===== src/rtl/pipe_stage_reg.sv =====
`default_nettype none
// ============================================================================
// Module   : pipe_stage_reg
// Purpose  : Pipeline boundary register with valid/ready handshake, flush,
//            optional 2-entry skid buffer and a saturating bubble counter.
// Revision : 1.0 - initial release
// ============================================================================
module pipe_stage_reg #(
    parameter int CTRL_W  = 8,
    parameter int DATA_W  = 128,
    parameter int SKID_EN = 1,
    parameter int CNT_W   = 16
) (
    input  logic              clk,
    input  logic              reset,
    input  logic              i_valid,
    output logic              o_ready,
    input  logic [CTRL_W-1:0] i_ctrl,
    input  logic [DATA_W-1:0] i_data,
    input  logic              i_flush,
    output logic              o_valid,
    input  logic              i_ready,
    output logic [CTRL_W-1:0] o_ctrl,
    output logic [DATA_W-1:0] o_data,
    output logic [1:0]        o_occupancy,
    output logic [CNT_W-1:0]  o_bubble_cnt
);

    typedef enum logic [1:0] {
        S_EMPTY = 2'd0,
        S_ONE   = 2'd1,
        S_TWO   = 2'd2
    } state_t;

    state_t            r_state;
    state_t            w_next;
    logic [CTRL_W-1:0] r_head_ctrl;
    logic [DATA_W-1:0] r_head_data;
    logic [CTRL_W-1:0] r_skid_ctrl;
    logic [DATA_W-1:0] r_skid_data;
    logic [CNT_W-1:0]  r_cnt;

    logic w_ready;
    logic w_valid;
    logic w_accept;
    logic w_emit;
    logic w_load_head_in;
    logic w_load_head_skid;
    logic w_load_skid;
    logic w_clr_head;

    assign w_valid  = (r_state != S_EMPTY);
    assign w_accept = i_valid & w_ready;
    assign w_emit   = w_valid & i_ready;

    generate
        if (SKID_EN != 0) begin : g_skid
            // Decoded straight from the state register, so no path from i_ready.
            assign w_ready = (r_state != S_TWO);
        end else begin : g_noskid
            assign w_ready = (r_state == S_EMPTY) | i_ready;
        end
    endgenerate

    always_comb begin
        w_next           = r_state;
        w_load_head_in   = 1'b0;
        w_load_head_skid = 1'b0;
        w_load_skid      = 1'b0;
        w_clr_head       = 1'b0;
        case (r_state)
            S_EMPTY: begin
                if (w_accept) begin
                    w_next         = S_ONE;
                    w_load_head_in = 1'b1;
                end
            end
            S_ONE: begin
                if (w_accept && w_emit) begin
                    w_load_head_in = 1'b1;
                end else if (w_accept && (SKID_EN != 0)) begin
                    w_next      = S_TWO;
                    w_load_skid = 1'b1;
                end else if (w_emit) begin
                    w_next     = S_EMPTY;
                    w_clr_head = 1'b1;
                end
            end
            S_TWO: begin
                if (w_emit) begin
                    w_next           = S_ONE;
                    w_load_head_skid = 1'b1;
                end
            end
            default: w_next = S_EMPTY;
        endcase
        if (i_flush) begin
            w_next = S_EMPTY;
        end
    end

    always_ff @(posedge clk or posedge reset) begin
        if (reset) begin
            r_state     <= S_EMPTY;
            r_head_ctrl <= '0;
            r_head_data <= '0;
            r_skid_ctrl <= '0;
            r_skid_data <= '0;
        end else begin
            r_state <= w_next;
            if (i_flush) begin
                // Data fields deliberately hold; only control is scrubbed.
                r_head_ctrl <= '0;
                r_skid_ctrl <= '0;
            end else begin
                if (w_load_head_in) begin
                    r_head_ctrl <= i_ctrl;
                    r_head_data <= i_data;
                end else if (w_load_head_skid) begin
                    r_head_ctrl <= r_skid_ctrl;
                    r_head_data <= r_skid_data;
                end else if (w_clr_head) begin
                    r_head_ctrl <= '0;
                end
                if (w_load_skid) begin
                    r_skid_ctrl <= i_ctrl;
                    r_skid_data <= i_data;
                end else if (w_load_head_skid) begin
                    r_skid_ctrl <= '0;
                end
            end
        end
    end

    always_ff @(posedge clk or posedge reset) begin
        if (reset) begin
            r_cnt <= '0;
        end else if (i_ready && !w_valid && (r_cnt != {CNT_W{1'b1}})) begin
            r_cnt <= r_cnt + CNT_W'(1);
        end
    end

    assign o_ready      = w_ready;
    assign o_valid      = w_valid;
    assign o_ctrl       = r_head_ctrl;
    assign o_data       = r_head_data;
    assign o_occupancy  = r_state;
    assign o_bubble_cnt = r_cnt;

endmodule
`default_nettype wire


===== config.mk =====
export PLATFORM = sky130hd
export DESIGN_NAME = pipe_stage_reg
export DESIGN_NICKNAME = d
export VERILOG_FILES = /design/src/rtl/pipe_stage_reg.sv
export SDC_FILE = /design/constraint.sdc
export NUM_CORES = 1
export LEC_CHECK = 0
export CAP_MARGIN = 5
export CORE_MARGIN = 1
export CORE_UTILIZATION = 50
export DETAILED_ROUTE_END_ITERATION = 12
export GPL_ROUTABILITY_DRIVEN = 1
export PLACE_DENSITY_LB_ADDON = 0.2
export SLEW_MARGIN = 0
export SYNTH_ARGS = -nofsm -noshare
export SYNTH_HDL_FRONTEND = slang
export SYNTH_SLANG_ARGS = --single-unit

===== constraint.sdc =====
create_clock -name clk -period 11.2 [get_ports clk]
set_clock_uncertainty 0.15 [all_clocks]
set_input_delay 2.24 -clock clk [delete_from_list [all_inputs] [get_ports clk]]
set_output_delay 2.24 -clock clk [all_outputs]
set_load 0.01 [all_outputs]

==> reports/qor.yml <==
outcome:
  status: "finished clean"
cts:
  htree_levels: 1
  clkSlewWorstSetupHoldPaths_ps: 60
  clock_latency_ps: 550
  ctsHoldBuffers: 0
  post_cts_buffers: 0
  ctsLongestPathBuffers: 3
  cts-resized-gates: 0
  clock_sinks: 290
  cts_root_buffer: "clkbuf_16"
  cts_tree: "done"
  cts_buffers: 31
drt:
  drt-wirelength-per-cell_um: 18.43
  avgViaCountPerCell: 5.314
  dr.pass1.iters: 4
  ant_nets: 0
  drt_wl_total_um: 27070
  num_vias: 7807
  drt_first_iter_violations: 387
  drc: 0
pwr:
  leakagePower_nw: 7.143
  max-vdd-ir-drop_mv: 0.1292
  total_power_w: 0.003514
  cellPowerDensity_mw_per_mm2: 208.6
placement:
  placed_cells: 1412
  place_congestion: 0.7825
  portBuffers: 296
  post-place-ws_ps: 5320
  dp_hpwl_um: 17530
floorplan:
  rows: 57
  fp.dieH_um: 160.7
  initial_core_util_pct: 51.34
  die_x_um: 160.7
  dieArea_sq_mm: 0.02583
  io_pins: 297
  coreArea_sq_mm: 0.02453
synthesis:
  synth_common_cells: "mux2_2, dfrtp_1, buf_2, mux2_1, nand3_1"
  synth_top_cell_area_share_pct: 57.62
  synth_cells: 830
  yosysSeqAreaShare_pct: 57.62
  syn_nets: 972
  avgSynthCellArea_sq_um: 15.17
  async_flop_share_pct: 100.0
  synthTopCellsByArea: "dfrtp_1, mux2_2, buf_2, mux2_1, mux2i_1"
  synth_warnings: 0
  synth_top_cell_by_area: "dfrtp_1"
  ys_ff_latch: 290
  yosysMostFrequentCell: "mux2_2"
  synth_edf_count: 0
  syn-cell-area_sq_mm: 0.01259
  ys.flop_type: "dfrtp_1"
  yosysUniqueCellTypes: 37
setup_path:
  critPathRequiredTime_ps: 11470
  crit_type: "in2reg"
  endpoint_kind: "flip-flop"
  path_max_fanout: 64
  rrSetupSlack_ps: 7690
  arrival_ps: 5600
  worstSetupStartpointType: "input pin"
finish:
  ff_latch_area_sq_mm: 0.007257
  drive_gt1_share_pct: 38.23
  fin_cells: 1469
  fin_nets: 1263
  multi_input_area_sq_mm: 0.005101
  syn_to_final_growth_pct: 33.78
  fill_cells: 1811
timing:
  fin_crit_sh_pct: 47.56
  finalWorstSetupSlack_ps: 5873
  drv_slew: 0
  rsz0062_at_grt: "false"
  finalSetupViolCount: 0
  fmax_mhz: 187.7
  period_minus_slack_ps: 5327
  tightest_slew_ps: 1132
  max_slew_margin_pct: 24.05
  setup_tns_ps: 0
  hold_violations: 0
  hold-worst-slack_ps: 331.8
grt:
  antenna_found_initial: 1
  grt_pass1_vias: 8187
  grt_pass1_wl_um: 43910
  grt_max_degree: 160
  grt.total_usage_pct: 21.07
  gr-total-overflow: 0
job:
  drv_cap: 0
worst_hold_path:
  hold_class: "reg2reg"
-- where the power goes --
group	switching [W]	leakage (nW)	internal, W
logic	0.000350	3.05	0.000641
registers	0.000161	3.59	0.00135
clock network	0.000402	0.505	0.000611
total	0.000913	7.14	0.00260
-- registers in the layout (all words and copies together) (netlist names) --
signal	cells
o_data	128
o_occupancy	2
r_skid_ctrl	8
o_bubble_cnt	16
r_skid_data	128
o_ctrl	8
-- worst max-delay path: stages --
cell	delay (ps)
clkdlybuf4s50_1	500
nand2b_1	270
nand2_4	260
buf_4	690
buf_4	810
mux2_2	420
mux2_2	260
-- metal layers --
metal	global-route usage [%]	routed length, um	vias to the layer above
met1	28.12	11760	3954
li1	-	-	3594
met4	6.990	697	0
met5	0	0	-
met3	5.320	1757	45
met2	33.71	12850	214
-- layout make-up --
cell class | count | area share [%]
Antenna cell | 2 | 0.02970
Clock buffer | 48 | 5.518
Clock inverter | 7 | 0.5273
Inverter | 3 | 0.1114
Multi-Input combinational cell | 490 | 30.28
Sequential cell | 290 | 43.07
Tap cell | 324 | 2.406
Timing Repair Buffer | 305 | 18.06
-- worst paths after layout --
path	startpoint	to	cells past startpoint
max	i_ready	o_data[124]	7
min	r_skid_data[78]	r_skid_data[78]	1
max reg2reg	o_occupancy[0]	o_data[124]	6
min reg2reg	r_skid_data[78]	r_skid_data[78]	1
max in group asynchronous	reset	r_skid_data[48]	3
min in group asynchronous	reset	o_data[68]	2
-- per-stage QoR --
step | util [%] | cell area [sq um]
after global placement | 64.50 | 15830
after detailed placement | 64.50 | 15830
after global routing | 68.67 | 16850
final | 68.68 | 16850
after CTS | 68.66 | 16840
after floorplan | - | 12590
-- layout by cell type (no fill, tap or decap), types with 6 or more instances in the layout --
cell	synthesis	layout
buf_4	6	8
mux2_2	370	370
clkbuf_16	0	31
clkdlybuf4s50_1	0	296
nand4_1	8	8
mux2i_1	8	8
clkbuf_8	0	9
mux2_1	15	15
dfrtp_1	290	290
o2bb2ai_1	8	8
nand2_1	7	6
xnor2_1	7	7
nor2_1	6	6
xor2_1	6	6
nand3_1	9	9
clkbuf_1	1	8
a22o_1	8	8
-- cell families after synthesis --
| group | after synthesis | share of synthesized area [%] |
|---|---|---|
| buf+inv | 50 | 2.066 |
| fa+ha+maj | 1 | 0.09933 |
| xor+xnor | 13 | 0.9040 |
| flops | 290 | 57.62 |
| compound gates | 28 | 1.689 |
| simple gates | 54 | 2.444 |
| mux | 394 | 35.18 |
Note: power is estimated with default switching activity, not from simulation.
